**src/rtl/pic_host_sequencer.sv**
```systemverilog
// rtl/pic_host_sequencer.sv - CPU-side bus master for an 8259-compatible PIC
//
// Programs the PIC with an ICW1..ICW4 burst, answers INT with the two-pulse
// INTA acknowledge (capturing the vector), and runs single read/write bus
// cycles for the system side.
//
// Ports:
//   clk, reset            - clock, synchronous active-high reset
//   init_start            - start ICW burst (IDLE only)
//   cfg_icw1..cfg_icw4    - ICW values, latched when init_start is taken
//   init_done             - PIC has been programmed
//   cmd_valid/cmd_ready   - command handshake; cmd_rd, cmd_a0, cmd_wdata
//   rsp_valid/rsp_data    - one-cycle read data pulse (HOLD cycle)
//   int_en                - allow acknowledge of INT
//   vec_valid/vec_data    - one-cycle vector pulse
//   busy                  - sequencer not idle
//   INT                   - asynchronous interrupt request from the PIC
//   INTA_n, CS_n, RD_n, WR_n, A0, D_out, D_oe, D_in - PIC host pins
module pic_host_sequencer #(
    parameter int PULSE_W = 2,
    parameter int GAP_W   = 2
) (
    input  logic       clk,
    input  logic       reset,
    input  logic       init_start,
    input  logic [7:0] cfg_icw1,
    input  logic [7:0] cfg_icw2,
    input  logic [7:0] cfg_icw3,
    input  logic [7:0] cfg_icw4,
    output logic       init_done,
    input  logic       cmd_valid,
    output logic       cmd_ready,
    input  logic       cmd_rd,
    input  logic       cmd_a0,
    input  logic [7:0] cmd_wdata,
    output logic       rsp_valid,
    output logic [7:0] rsp_data,
    input  logic       int_en,
    output logic       vec_valid,
    output logic [7:0] vec_data,
    output logic       busy,
    input  logic       INT,
    output logic       INTA_n,
    output logic       CS_n,
    output logic       RD_n,
    output logic       WR_n,
    output logic       A0,
    output logic [7:0] D_out,
    output logic       D_oe,
    input  logic [7:0] D_in
);

    typedef enum logic [3:0] {
        IDLE, SETUP, STROBE, HOLD, GAP, ACK1, ACK_GAP, ACK2, ACK_END
    } state_t;

    localparam int MAX_W   = (PULSE_W > GAP_W) ? PULSE_W : GAP_W;
    localparam int CNT_MAX = (MAX_W > 3) ? MAX_W : 3;
    localparam int CNT_W   = $clog2(CNT_MAX + 1);
    localparam logic [CNT_W-1:0] PULSE_LAST = CNT_W'(PULSE_W - 1);
    localparam logic [CNT_W-1:0] GAP_LAST   = CNT_W'(GAP_W - 1);
    localparam logic [CNT_W-1:0] END_LAST   = CNT_W'(2);

    state_t           r_state;
    state_t           w_next_state;
    logic [CNT_W-1:0] r_cnt;

    logic       r_int_s1;
    logic       r_int_sync;

    // Latched init configuration; only the SNGL/IC4 bits of ICW1 steer the
    // burst, the ICW1 byte itself goes straight into r_wdata at accept.
    logic       r_sngl;
    logic       r_ic4;
    logic [7:0] r_icw2;
    logic [7:0] r_icw3;
    logic [7:0] r_icw4;
    logic [1:0] r_idx;
    logic       r_in_init;

    logic       r_rd;
    logic       r_a0;
    logic [7:0] r_wdata;
    logic       r_init_done;
    logic [7:0] r_rsp_data;
    logic [7:0] r_vec_data;

    logic       w_ack_req;
    logic       w_cmd_ready;
    logic       w_accept_init;
    logic       w_accept_cmd;
    logic       w_pulse_last;
    logic [1:0] w_next_idx;
    logic       w_last_icw;
    logic [7:0] w_next_data;
    logic       w_bus;

    assign w_ack_req    = r_init_done & int_en & r_int_sync;
    assign w_cmd_ready  = (r_state == IDLE) & r_init_done & ~init_start & ~(int_en & r_int_sync);
    assign w_pulse_last = (r_cnt == PULSE_LAST);

    // Which ICW follows the one just sent (ICW3 only in cascade mode,
    // ICW4 only when IC4 is set).
    always_comb begin
        w_next_idx = 2'd3;
        w_last_icw = 1'b0;
        case (r_idx)
            2'd0: w_next_idx = 2'd1;
            2'd1: begin
                if (!r_sngl)    w_next_idx = 2'd2;
                else if (r_ic4) w_next_idx = 2'd3;
                else            w_last_icw = 1'b1;
            end
            2'd2: begin
                if (r_ic4) w_next_idx = 2'd3;
                else       w_last_icw = 1'b1;
            end
            default: w_last_icw = 1'b1;
        endcase
    end

    always_comb begin
        case (w_next_idx)
            2'd1:    w_next_data = r_icw2;
            2'd2:    w_next_data = r_icw3;
            default: w_next_data = r_icw4;
        endcase
    end

    always_comb begin
        w_next_state  = r_state;
        w_accept_init = 1'b0;
        w_accept_cmd  = 1'b0;
        case (r_state)
            IDLE: begin
                if (init_start) begin
                    w_next_state  = SETUP;
                    w_accept_init = 1'b1;
                end else if (w_ack_req) begin
                    w_next_state = ACK1;
                end else if (cmd_valid && w_cmd_ready) begin
                    w_next_state = SETUP;
                    w_accept_cmd = 1'b1;
                end
            end
            SETUP:   w_next_state = STROBE;
            STROBE:  if (w_pulse_last) w_next_state = HOLD;
            HOLD:    w_next_state = (r_in_init && !w_last_icw) ? GAP : IDLE;
            GAP:     w_next_state = SETUP;
            ACK1:    if (w_pulse_last) w_next_state = ACK_GAP;
            ACK_GAP: if (r_cnt == GAP_LAST) w_next_state = ACK2;
            ACK2:    if (w_pulse_last) w_next_state = ACK_END;
            ACK_END: if (r_cnt == END_LAST) w_next_state = IDLE;
            default: w_next_state = IDLE;
        endcase
    end

    always_ff @(posedge clk) begin
        if (reset) begin
            r_state     <= IDLE;
            r_cnt       <= '0;
            r_int_s1    <= 1'b0;
            r_int_sync  <= 1'b0;
            r_sngl      <= 1'b0;
            r_ic4       <= 1'b0;
            r_icw2      <= 8'h00;
            r_icw3      <= 8'h00;
            r_icw4      <= 8'h00;
            r_idx       <= 2'd0;
            r_in_init   <= 1'b0;
            r_rd        <= 1'b0;
            r_a0        <= 1'b0;
            r_wdata     <= 8'h00;
            r_init_done <= 1'b0;
            r_rsp_data  <= 8'h00;
            r_vec_data  <= 8'h00;
        end else begin
            r_state    <= w_next_state;
            r_cnt      <= (w_next_state != r_state || r_state == IDLE) ? '0 : r_cnt + 1'b1;
            r_int_s1   <= INT;
            r_int_sync <= r_int_s1;

            if (w_accept_init) begin
                r_sngl      <= cfg_icw1[1];
                r_ic4       <= cfg_icw1[0];
                r_icw2      <= cfg_icw2;
                r_icw3      <= cfg_icw3;
                r_icw4      <= cfg_icw4;
                r_idx       <= 2'd0;
                r_in_init   <= 1'b1;
                r_init_done <= 1'b0;
                r_rd        <= 1'b0;
                r_a0        <= 1'b0;
                r_wdata     <= cfg_icw1 | 8'h10;
            end else if (w_accept_cmd) begin
                r_in_init <= 1'b0;
                r_rd      <= cmd_rd;
                r_a0      <= cmd_a0;
                r_wdata   <= cmd_wdata;
            end

            // Load the next ICW at the end of HOLD so it is ready by SETUP.
            if (r_state == HOLD && r_in_init) begin
                if (w_last_icw) begin
                    r_init_done <= 1'b1;
                    r_in_init   <= 1'b0;
                end else begin
                    r_idx   <= w_next_idx;
                    r_a0    <= 1'b1;
                    r_wdata <= w_next_data;
                end
            end

            if (r_state == STROBE && w_pulse_last && r_rd)
                r_rsp_data <= D_in;
            if (r_state == ACK2 && w_pulse_last)
                r_vec_data <= D_in;
        end
    end

    assign w_bus     = (r_state == SETUP) || (r_state == STROBE) || (r_state == HOLD);
    assign CS_n      = ~w_bus;
    assign A0        = w_bus & r_a0;
    assign D_oe      = w_bus & ~r_rd;
    assign D_out     = D_oe ? r_wdata : 8'h00;
    assign WR_n      = ~((r_state == STROBE) & ~r_rd);
    assign RD_n      = ~((r_state == STROBE) & r_rd);
    assign INTA_n    = ~((r_state == ACK1) || (r_state == ACK2));
    assign rsp_valid = (r_state == HOLD) & r_rd;
    assign rsp_data  = r_rsp_data;
    assign vec_valid = (r_state == ACK_END) && (r_cnt == '0);
    assign vec_data  = r_vec_data;
    assign init_done = r_init_done;
    assign cmd_ready = w_cmd_ready;
    assign busy      = (r_state != IDLE);

endmodule

```
**config.mk**
```make
export PLATFORM = sky130hd
export DESIGN_NAME = pic_host_sequencer
export DESIGN_NICKNAME = d
export VERILOG_FILES = /design/src/rtl/pic_host_sequencer.sv
export SDC_FILE = /design/constraint.sdc
export NUM_CORES = 1
export LEC_CHECK = 0
export ABC_AREA = 1
export BUFFER_PORTS_ARGS = -buffer_cell sky130_fd_sc_hd__buf_2
export CORE_MARGIN = 4
export CORE_UTILIZATION = 46
export CTS_CLUSTER_DIAMETER = 120
export DETAILED_ROUTE_END_ITERATION = 8
export PLACE_DENSITY = 0.76
export REMOVE_ABC_BUFFERS = 1
export SLEW_MARGIN = 10
export SYNTH_ARGS = -nofsm -noshare
export SYNTH_HDL_FRONTEND = slang
export SYNTH_SLANG_ARGS = --single-unit
```
**constraint.sdc**
```tcl
create_clock -name clk -period 1.4 [get_ports clk]
set_input_delay 0.35 -clock clk [delete_from_list [all_inputs] [get_ports clk]]
set_output_delay 0.35 -clock clk [all_outputs]
set_load 0.005 [all_outputs]
```
# ---- After elaboration in Yosys (flattened, before gate mapping)
# Cells that the tools add are included.
dict set report classes {
  n_mux 41
  n_eq_ne 15
  bitwise 18
  n_addsub 1
  reduce_logical 18
}
# op count
set ops {}
lappend ops {{8-bit two-way mux} 5}
lappend ops {{4-bit case mux with 9 select lines} 1}
lappend ops {{4-bit two-way mux} 8}
lappend ops {{1-bit two-way mux} 20}
lappend ops {{4-bit by 3-bit == test with 1-bit output, second input constant} 4}
lappend ops {{8-bit case mux with 2 select lines} 1}
lappend ops {{1-bit bitwise AND} 11}
lappend ops {{4-bit by 2-bit == test with 1-bit output, second input constant} 2}
lappend ops {{1-bit logical AND} 7}
lappend ops {{1-bit inverter} 7}
lappend ops {{2-bit by 1-bit == test with 1-bit output, second input constant} 3}
lappend ops {{2-bit == test, second input constant} 3}
lappend ops {{2-bit two-way mux} 3}
lappend ops {{4-bit by 1-bit == test with 1-bit output, second input constant} 1}
lappend ops {{4-bit == test, second input constant} 1}
lappend ops {{2-bit zero test} 2}
lappend ops {{4-bit zero test} 1}
lappend ops {{1-bit logical OR} 4}
lappend ops {{4-bit inequality test} 1}
lappend ops {{2-bit case mux with 2 select lines} 1}
lappend ops {{4-bit nonzero test} 1}
lappend ops {{2-bit OR reduction} 2}
lappend ops {{3-bit two-way mux} 1}
lappend ops {{1-bit case mux with 3 select lines} 1}
lappend ops {{other kinds (2)} 2}
dict set report word_totals {
  regBits 64
  output_inout_bits 35
}

# ---- Depth between registers and ports, before layout
# Gate-level depths: netlist of run 1.
dict set report depth {
  word_depth 13
  depth_mapped 11
  depth_no_buf 11
}

# ---- Least setup slack after synthesis of run 1
# No wires, ideal clock.
dict set report synth_path {
  path_kind {register to output}
  from {reg r_state[0]}
  to {out D_out[0]}
  arrival_time_ns 1.106
  n_path_buf 0
  slack_ns -0.056
  stages_incl_launch_ff 7
  path_cell_list {dfxtp_1 > inv_1 > nand2_1 > nand2_1 > nor2_1 > inv_1 > nor2_1}
}
dict set report synth_via {
  elab_chain_cells 5
  elab_cells_between_ends 7
}
# item line_no
set synth_rtl {}
lappend synth_rtl {{start: declaration} 64} ;# state_t r_state;
lappend synth_rtl {{start signal: assignment} 178} ;# r_state <= w_next_state;
lappend synth_rtl {{4-bit by 1-bit == test with 1-bit output or 4-bit by 2-bit == test with 1-bit output (tied branches)} 221} ;# assign w_bus = (r_state == SETUP) || (r_state == STROBE) || (r_state == HOLD);
lappend synth_rtl {{1-bit logical OR} 221}
lappend synth_rtl {{1-bit logical OR (*)} 221}
lappend synth_rtl {{1-bit bitwise AND (*)} 224} ;# assign D_oe = w_bus & ~r_rd;
lappend synth_rtl {{via D_oe} 49} ;# output logic D_oe,
lappend synth_rtl {{8-bit two-way mux (*)} 225} ;# assign D_out = D_oe ? r_wdata : 8'h00;
lappend synth_rtl {{end: declaration} 48} ;# output logic [7:0] D_out,
# Mark *: on every way through the listed nets, which the timed path passes. The rest lies on a longest branch.

# ---- Final worst setup path of run 1
dict set report layout_path {
  from {reg r_state[3]}
  to {out busy}
}
dict set report layout_via {
  elab_chain_cells 1
}
# item line_no
set layout_rtl {}
lappend layout_rtl {{4-bit nonzero test} 235} ;# assign busy = (r_state != IDLE);
lappend layout_rtl {{end: declaration} 41} ;# output logic busy,
# No other way between the ends.

==> impl_metrics.tcl, run 1 <==
set metrics [dict create \
    outcome "finished with violations" \
    failed_checks "negative setup slack" \
    gp_congestion 0.845 \
    maxSlewHeadroom 0.836 \
    synth_ff_type "dfxtp_1" \
    syn-cell-area_um2 2980 \
    io_buffers 89 \
    path_max_fanout 3 \
    cts_made_buffers 9 \
    drive_gt1_frac 0.364 \
    slowest_delay_ns 0.36 \
    max_cap_violations 0 \
    grt_first_pass_wirelength_um 13300 \
    drc 0 \
    peakVddDrop_mv 0.747 \
    grt_usage 0.216 \
    antenna_found_initial 0 \
    die-height_um 88.5 \
    rsz0062_at_grt "true" \
    min_period_ns 1.69 \
    crit_slowest_cell "dfxtp_4" \
    syn-mean-instance-area_um2 6.92 \
    p_leak_nw 2.08 \
    worstMarginPinSlew_ns 0.242 \
    die_area_um2 7840 \
    synth_cell_types 28 \
    grt_pass1_vias 3061 \
    hpwlAfterDp_um 5880 \
    synth_top_area_frac 0.429 \
    fin_nets 629 \
    ys_ff_latch 64 \
    worst_setup_path_start_kind "flip-flop" \
    tns_ns -5.65 \
    wl_um 8460 \
    power_per_cell_area_nw_per_um2 1100 \
    fin_area_um2 4280 \
    synth_top_area_cell "dfxtp_1" \
    setup_violations 40 \
    max_freq_mhz 591 \
    skew_ns 0.00573 \
    critPathBufInv 3 \
    cts_tree "done" \
    async_flop_share 0 \
    setup_slack_ns -0.291 \
    area_delta_synth_final_pct 43.3 \
    drt-pass1-iter-count 4 \
    ys_seq_area_frac 0.429 \
    clockRootBuffer "clkbuf_8" \
    die_width_um 88.5 \
    clkLatencyLatePin_ns 0.34 \
    diodes 0 \
    crit_type "reg2out" \
    synth_edf_count 0 \
    grt_max_degree 33 \
    start_util 0.473 \
    final_common_cell "buf_2" \
    design.core.area_um2 6310 \
    num_rows 29 \
    hold_path_class "in2reg" \
    period_share 1.21 \
    path_cells "nor2_4, buf_4, nand2_4, buf_4, buf_2" \
    p_total_mw 4.71 \
    path_common_cell "buf_4" \
    placed_cell_area_um2 3740 \
    hold_viol 0 \
    synthTopCellsByArea "dfxtp_1 (43%), nor2_1 (11%), nand2_1 (8.8%)" \
    overflow 0 \
    endpoint_kind "output port" \
    drv_slew 0 \
    cp.arrival_ns 1.34 \
    clock-sinks 64 \
    cts_max_path_buffers 2 \
    synth_cells 431 \
    clk_pin_slew_ns 0.07 \
    avgRoutedWirePerCell_um 13.0 \
    num_vias 3244 \
    required_ns 1.05 \
    cp_top_family "buffers and inverters" \
    final_cell_mix "buf_2 (86), nor2_1 (77), nand2_1 (65)" \
    viasPerCell 4.98 \
    ant_nets 0 \
    fin_hold_ws_ns 0.214 \
    yosysWarnings 0 \
    drtIter0Drc 147 \
    h-tree-depth 3 \
    fillers 543 \
    io_pins 91 \
]
cell families (layout without fill, tap and decap cells):
logic type	after synthesis	count (layout)	synth area share
simple gates	205	205	0.308
buf+inv	68	211	0.0918
fa+ha+maj	3	3	0.0126
compound gates	91	91	0.158
flops	64	64	0.429
power by group:
group | leakage, nW | internal (mW) | total, mW | switching (mW)
combinational | 1.47 | 0.584 | 1.28 | 0.694
clock | 0.0862 | 0.679 | 1.37 | 0.690
sequential | 0.527 | 1.98 | 2.07 | 0.0814
cell usage after synthesis (2+ instances only):
master    instances
inv_2             4
nand2_1          70
buf_2             6
nand3_1          25
nor2_4            4
o21ai_1           3
nor2_1           89
nand2_4           4
ha_1              3
a21oi_1          30
nor3_1            5
o21ai_0          52
nor2_2            3
nor2_8            2
clkbuf_1          7
inv_1            49
dfxtp_1          64
worst reg2reg max path, cell delays in order (launching register included):
cell	delay, ns
dfxtp_4	0.36
nor2_4	0.12
buf_4	0.17
nand2_4	0.09
nor2_4	0.13
inv_2	0.09
buf_6	0.16
nor2_2	0.12
nor2_1	0.07
nand2_1	0.06
o21ai_1	0.06
cell type report:
type	count	area, um2	area share
Tap cell	77	96.3	0.0225
Inverter	53	206	0.0483
Multi-Input combinational cell	299	1570	0.366
Clock buffer	12	145	0.0339
Timing Repair Buffer	143	953	0.223
Sequential cell	64	1290	0.302
Clock inverter	3	18.8	0.00439
through the flow:
| stage | util | std cells | setup WS, ns |
|---|---|---|---|
| after floorplan | - | 416 | -0.266 |
| after global placement | 0.593 | 619 | -0.0915 |
| after CTS | 0.644 | 640 | -0.280 |
| after detailed placement | 0.593 | 619 | -0.140 |
| after global routing | 0.677 | 651 | -0.358 |
| final | 0.677 | 651 | -0.291 |
timing repair:
| item | 4_1_cts | 5_1_grt |
|---|---|---|
| setup endpoints to repair | 49 | 69 |
| hold buffers | 0 | 0 |
| setup buffers | 6 | 13 |
| pin swaps | 9 | 7 |
| gates resized for setup | 42 | 44 |
path summary, 6_finish.rpt:
path	from	end	slack [ns]	depth (start not counted)
worst max-delay path	r_state[3]$_SDFF_PP0_	busy	-0.29	5
worst min-delay path	INT	r_int_s1$_SDFF_PP0_	0.21	3
worst max register to register	r_state[3]$_SDFF_PP0_	r_wdata[5]$_SDFF_PP0_	-0.12	10
worst min register to register	r_int_s1$_SDFF_PP0_	r_int_sync$_SDFF_PP0_	0.41	2
metal layers:
metal,track usage,vias up,routed length (um)
li1,-,1654,-
met5,0,-,0
met2,0.368,116,4080
met4,0.0920,0,151
met1,0.268,1459,3560
met3,0.0391,15,677
registers in the layout (all words and copies together), names as in the netlist:
register    flops
r_icw4          8
r_in_init       1
r_rd            1
r_icw2          8
r_icw3          8
rsp_data        8
r_int_s1        1
r_idx           2
r_wdata         8
vec_data        8
r_ic4           1
r_cnt           2
init_done       1
r_sngl          1
r_state         4
r_a0            1
r_int_sync      1
No activity file was read; power rests on OpenSTA's default activity.
==> run 2: changes to the inputs <==
Settings changed: CORE_UTILIZATION 46 to 40, PLACE_DENSITY 0.76 to 0.67.
==> run 2 against run 1 <==
Clock skew fell by 0.0016 ns. Largest cell class unchanged. Largest power group unchanged. Critical path depth rose by 2. The run still ends with negative setup slack left. Cell count rose by 5.4%. Register-to-register slack got worse by 0.11 ns. Critical path type unchanged.
==> impl_metrics.tcl, run 2 (same netlist as run 1, synthesis figures left out) <==
set metrics [dict create \
    fillers 604 \
    grt_pass1_vias 3229 \
    final_util 0.659 \
    worst_setup_path_start_kind "flip-flop" \
    drc 0 \
    drt-pass1-iter-count 4 \
    drtIter0Drc 104 \
    use_met2 0.350 \
    cts_made_buffers 9 \
    stdcell_count 686 \
    clk_pin_slew_ns 0.07 \
    dp.cells 647 \
    num_rows 31 \
    met3_usage 0.0669 \
    fin_nets 644 \
    cp.arrival_ns 1.37 \
    clkLatencyLatePin_ns 0.34 \
    io_buffers 89 \
    max_freq_mhz 582 \
    area_delta_synth_final_pct 60.2 \
    worstMarginPinSlew_ns 0.376 \
    endpoint_kind "output port" \
    ant_nets 0 \
    max_cap_violations 0 \
    power_per_cell_area_nw_per_um2 1080 \
    hold_path.startpoint "INT" \
    grt_use_met1 0.250 \
    sw_frac_of_total 0.315 \
    die_width_um 94.4 \
    io_pins 91 \
    p_sw_mw 1.62 \
    p_total_mw 5.15 \
    p_clk_frac 0.265 \
    final_common_cell "buf_2" \
    grt_usage 0.208 \
    hpwlAfterDp_um 5960 \
    grt_first_pass_wirelength_um 14500 \
    rsz0062_at_grt "true" \
    viasPerCell 4.83 \
    start_util 0.411 \
    p_int_mw 3.53 \
    power_frac_seq 0.405 \
    skew_ns 0.00410 \
    period_share 1.23 \
    antenna_found_initial 0 \
    final_cell_mix "buf_2 (87), nor2_1 (72), dfxtp_1 (59)" \
    clock-sinks 64 \
    combPwrFrac 0.330 \
    hold_viol 0 \
    overflow 0 \
    wl_um 9160 \
    peakVddDrop_mv 0.665 \
    h-tree-depth 3 \
    setup_violations 60 \
    min_period_ns 1.72 \
    die_area_um2 8910 \
    crit_type "reg2out" \
    grt_max_degree 20 \
    clockRootBuffer "clkbuf_8" \
    failed_checks "negative setup slack" \
    drv_slew 0 \
    gp_congestion 0.853 \
    drive_gt1_frac 0.467 \
    outcome "finished with violations" \
    p_leak_nw 2.25 \
    cts_tree "done" \
    required_ns 1.05 \
    path_max_fanout 8 \
    num_vias 3316 \
    die-height_um 94.4 \
    hold_depth 3 \
    diodes 0 \
    reg2regPathDepth 11 \
    cts_max_path_buffers 2 \
    avgRoutedWirePerCell_um 13.3 \
    design.core.area_um2 7250 \
    fin_hold_ws_ns 0.210 \
    r2r-start "r_state[0]$_SDFF_PP0_" \
    crit_start "r_state[0]$_SDFF_PP0_" \
    hold_path_class "in2reg" \
    maxSlewHeadroom 0.749 \
    grt.busiest_layer "met2" \
    setup_slack_ns -0.318 \
]
[run 2: final timing paths]
kind	to	slack (ns)
setup / recovery	D_out[4]	-0.32
hold / removal	r_int_s1$_SDFF_PP0_	0.21
setup reg to reg	r_wdata[0]$_SDFF_PP0_	-0.23
hold reg to reg	r_int_sync$_SDFF_PP0_	0.40
[run 2: power groups by stage]
| stage | Clock [mW] | Sequential [mW] | Combinational (mW) |
|---|---|---|---|
| global placement | 0 | 2.09 | 1.01 |
| floorplan | 0 | 2.09 | 0.537 |
| global route | 1.49 | 2.10 | 1.84 |
| detailed placement | 0 | 2.09 | 1.03 |
| CTS | 1.40 | 2.07 | 1.50 |
| finish | 1.37 | 2.08 | 1.70 |
[run 2: through the flow]
stage | cell area (um2) | setup WS [ns] | setup TNS, ns
final | 4780 | -0.318 | -10.33
after global routing | 4780 | -0.400 | -15.35
after global placement | 3830 | -0.109 | -1.94
after CTS | 4510 | -0.300 | -7.58
after detailed placement | 3830 | -0.112 | -2.37
after floorplan | 2910 | -0.266 | -5.04
[run 2: critical path: stages (launching register included)]
cell and delay [ns]:
dfxtp_2 0.35, inv_2 0.06, nand2_4 0.08, nand2_2 0.07, nor2_4 0.14, inv_4 0.09, nor2_2 0.11, buf_2 0.13
[run 2: area by class of cell]
cell class | count | area (um2) | area share
clock inverters | 1 | 5.00 | 0.00105
multi-input cells | 300 | 1800 | 0.377
repair buffers | 157 | 1180 | 0.248
flip-flops and latches | 64 | 1290 | 0.269
clock buffers | 12 | 155 | 0.0325
well taps | 99 | 124 | 0.0259
inverters | 53 | 221 | 0.0463
[run 2: layer usage]
metal / up-vias / share of wire
met1: 1503 / 0.44
met3: 16 / 0.066
met2: 112 / 0.48
met5: - / 0
li1: 1685 / -
met4: 0 / 0.019
[run 2: timing repair]
item                       CTS  global route
buffers inserted            11            12
hold buffers                 0             0
pin swaps                   41            31
resized for setup          140            57
setup endpoints to repair   51            75
cloned                       3             1
==> run 3: changes to the inputs <==
--- a/config.mk
+++ b/config.mk
@@ -13,3 +13,3 @@
 export DETAILED_ROUTE_END_ITERATION = 8
-export PLACE_DENSITY = 0.67
+export PLACE_DENSITY = 0.65
 export REMOVE_ABC_BUFFERS = 1
==> constraint.sdc (replaced) <==
create_clock -name clk -period 2.05 [get_ports clk]
set_input_delay 0.1025 -clock clk [delete_from_list [all_inputs] [get_ports clk]]
set_output_delay 0.1025 -clock clk [all_outputs]
set_load 0.005 [all_outputs]
==> run 3 against run 2 <==
The run now ends clean. Cell count down 6.3%. Die area unchanged. Via count down 8.9%. Critical path depth unchanged. Combinational power down 64%. Clock skew up 0.0026 ns. Largest cell class unchanged. Design area down 18%. Sequential power down 32%. Sequential share of layout area up 6.0 points. Global-route usage down 2.7 points. Worst hold slack worse by 0.20 ns.
==> impl_metrics.tcl, run 3 (same netlist as run 1, synthesis figures left out) <==
set metrics [dict create \
    grt_pass1_vias 2891 \
    hold_path_class "in2reg" \
    path_max_fanout 8 \
    crit_type "reg2out" \
    skew_ns 0.00674 \
    grt_max_degree 27 \
    die_width_um 94.4 \
    drt-pass1-iter-count 4 \
    wl_um 7820 \
    hold_viol 0 \
    drc 0 \
    crit_slowest_cell "dfxtp_1" \
    min_period_ns 1.84 \
    power_per_cell_area_nw_per_um2 790 \
    rsz0062_at_grt "false" \
    avgRoutedWirePerCell_um 12.2 \
    stdcell_count 643 \
    setup_violations 0 \
    path_cells "inv_1, nand2_1, nand2_1, nor2_1, inv_2, nor2_1, buf_2" \
    start_util 0.411 \
    num_vias 3022 \
    die-height_um 94.4 \
    outcome "finished clean" \
    diodes 0 \
    period_share 0.900 \
    num_rows 31 \
    h-tree-depth 3 \
    worstMarginPinSlew_ns 0.482 \
    clk_pin_slew_ns 0.06 \
    dp.cells 609 \
    design.core.area_um2 7250 \
    drtIter0Drc 136 \
    endpoint_kind "output port" \
    worst_setup_path_start_kind "flip-flop" \
    overflow 0 \
    cts_max_path_buffers 2 \
    maxSlewHeadroom 0.678 \
    post-cts-setup-buffers 0 \
    cp_top_family "simple AND/OR/NAND/NOR gates" \
    die_area_um2 8910 \
    clockRootBuffer "clkbuf_8" \
    cts_tree "done" \
    slowest_delay_ns 0.42 \
    peakVddDrop_mv 0.391 \
    critPathBufInv 3 \
    clock-sinks 64 \
    fin_nets 598 \
    drive_gt1_frac 0.239 \
    viasPerCell 4.70 \
    required_ns 1.95 \
    clkLatencyLatePin_ns 0.34 \
    max_cap_violations 0 \
    tns_ns 0 \
    gp_congestion 0.806 \
    antenna_found_initial 0 \
    grt_usage 0.181 \
    drv_slew 0 \
    p_leak_nw 1.89 \
    max_freq_mhz 542 \
    io_pins 91 \
    io_buffers 89 \
    cp.arrival_ns 1.74 \
    hpwlAfterDp_um 5600 \
    area_delta_synth_final_pct 30.7 \
    final_cell_mix "nor2_1 (89), buf_2 (89), nand2_1 (70)" \
    cts_made_buffers 9 \
    ant_nets 0 \
    grt_first_pass_wirelength_um 12600 \
]
## run 3: metal layers
| layer | wire (um) | part of all wire | global-route usage |
|---|---|---|---|
| met5 | 0 | 0 | 0 |
| met1 | 3650 | 0.47 | 0.235 |
| met4 | 142 | 0.018 | 0.0818 |
| met2 | 3440 | 0.44 | 0.287 |
| met3 | 594 | 0.076 | 0.0406 |
## run 3: stage by stage
stage | setup slack [ns] | utilization | hold WS (ns) | area [um2] | total power [mW]
floorplan | 0.384 | - | 0.172 | 2910 | 1.79
global placement | 0.449 | 0.485 | 0.303 | 3520 | 2.00
detailed placement | 0.402 | 0.485 | 0.321 | 3520 | 2.01
CTS | 0.0854 | 0.538 | 0.00172 | 3900 | 3.11
global route | 0.0290 | 0.538 | 0.00575 | 3900 | 3.27
finish | 0.206 | 0.538 | 0.00472 | 3900 | 3.08
## run 3: worst paths after layout
| path | start | to | slack [ns] | depth (start not counted) |
|---|---|---|---|---|
| worst min register to register | r_int_s1$_SDFF_PP0_ | r_int_sync$_SDFF_PP0_ | 0.41 | 2 |
| worst min-delay path | cfg_icw3[1] | r_icw3[1]$_SDFFE_PP0P_ | 0.005 | 3 |
| worst max-delay path | r_state[1]$_SDFF_PP0_ | D_out[7] | 0.21 | 7 |
| worst max register to register | r_state[2]$_SDFF_PP0_ | r_rd$_SDFFE_PP0N_ | 0.39 | 9 |
## run 3: cell type report
cell class                 instances  area (um2)
clock buffer                      14         193
clock inverter                     2        10.0
fill                             747        3350
inverter                          53         199
multi-input combinational        299        1430
sequential                        64        1280
tap                               99         124
timing repair buffer             112         663
## run 3: power by group
| part | switching, mW | leakage (nW) | internal (mW) |
|---|---|---|---|
| clock network | 0.463 | 0.108 | 0.600 |
| registers | 0.0574 | 0.525 | 1.36 |
| logic | 0.369 | 1.26 | 0.236 |
| total | 0.888 | 1.89 | 2.19 |
## run 3: repair_timing
action                                  4_1_cts  5_1_grt
endpoints found under the hold margin        18        0
hold buffers                                 18        0
endpoints found under the setup margin        0        8
resized for setup                             0        2
## run 3: worst reg2reg max path, delay by kind of cell, from the launching register on
kind                   cells  cell delay [ns]
AND/OR/NAND/NOR            4             0.37
flip-flops                 1             0.49
AO/OA/AOI/OAI              2             0.21
buffers and inverters      3             0.54
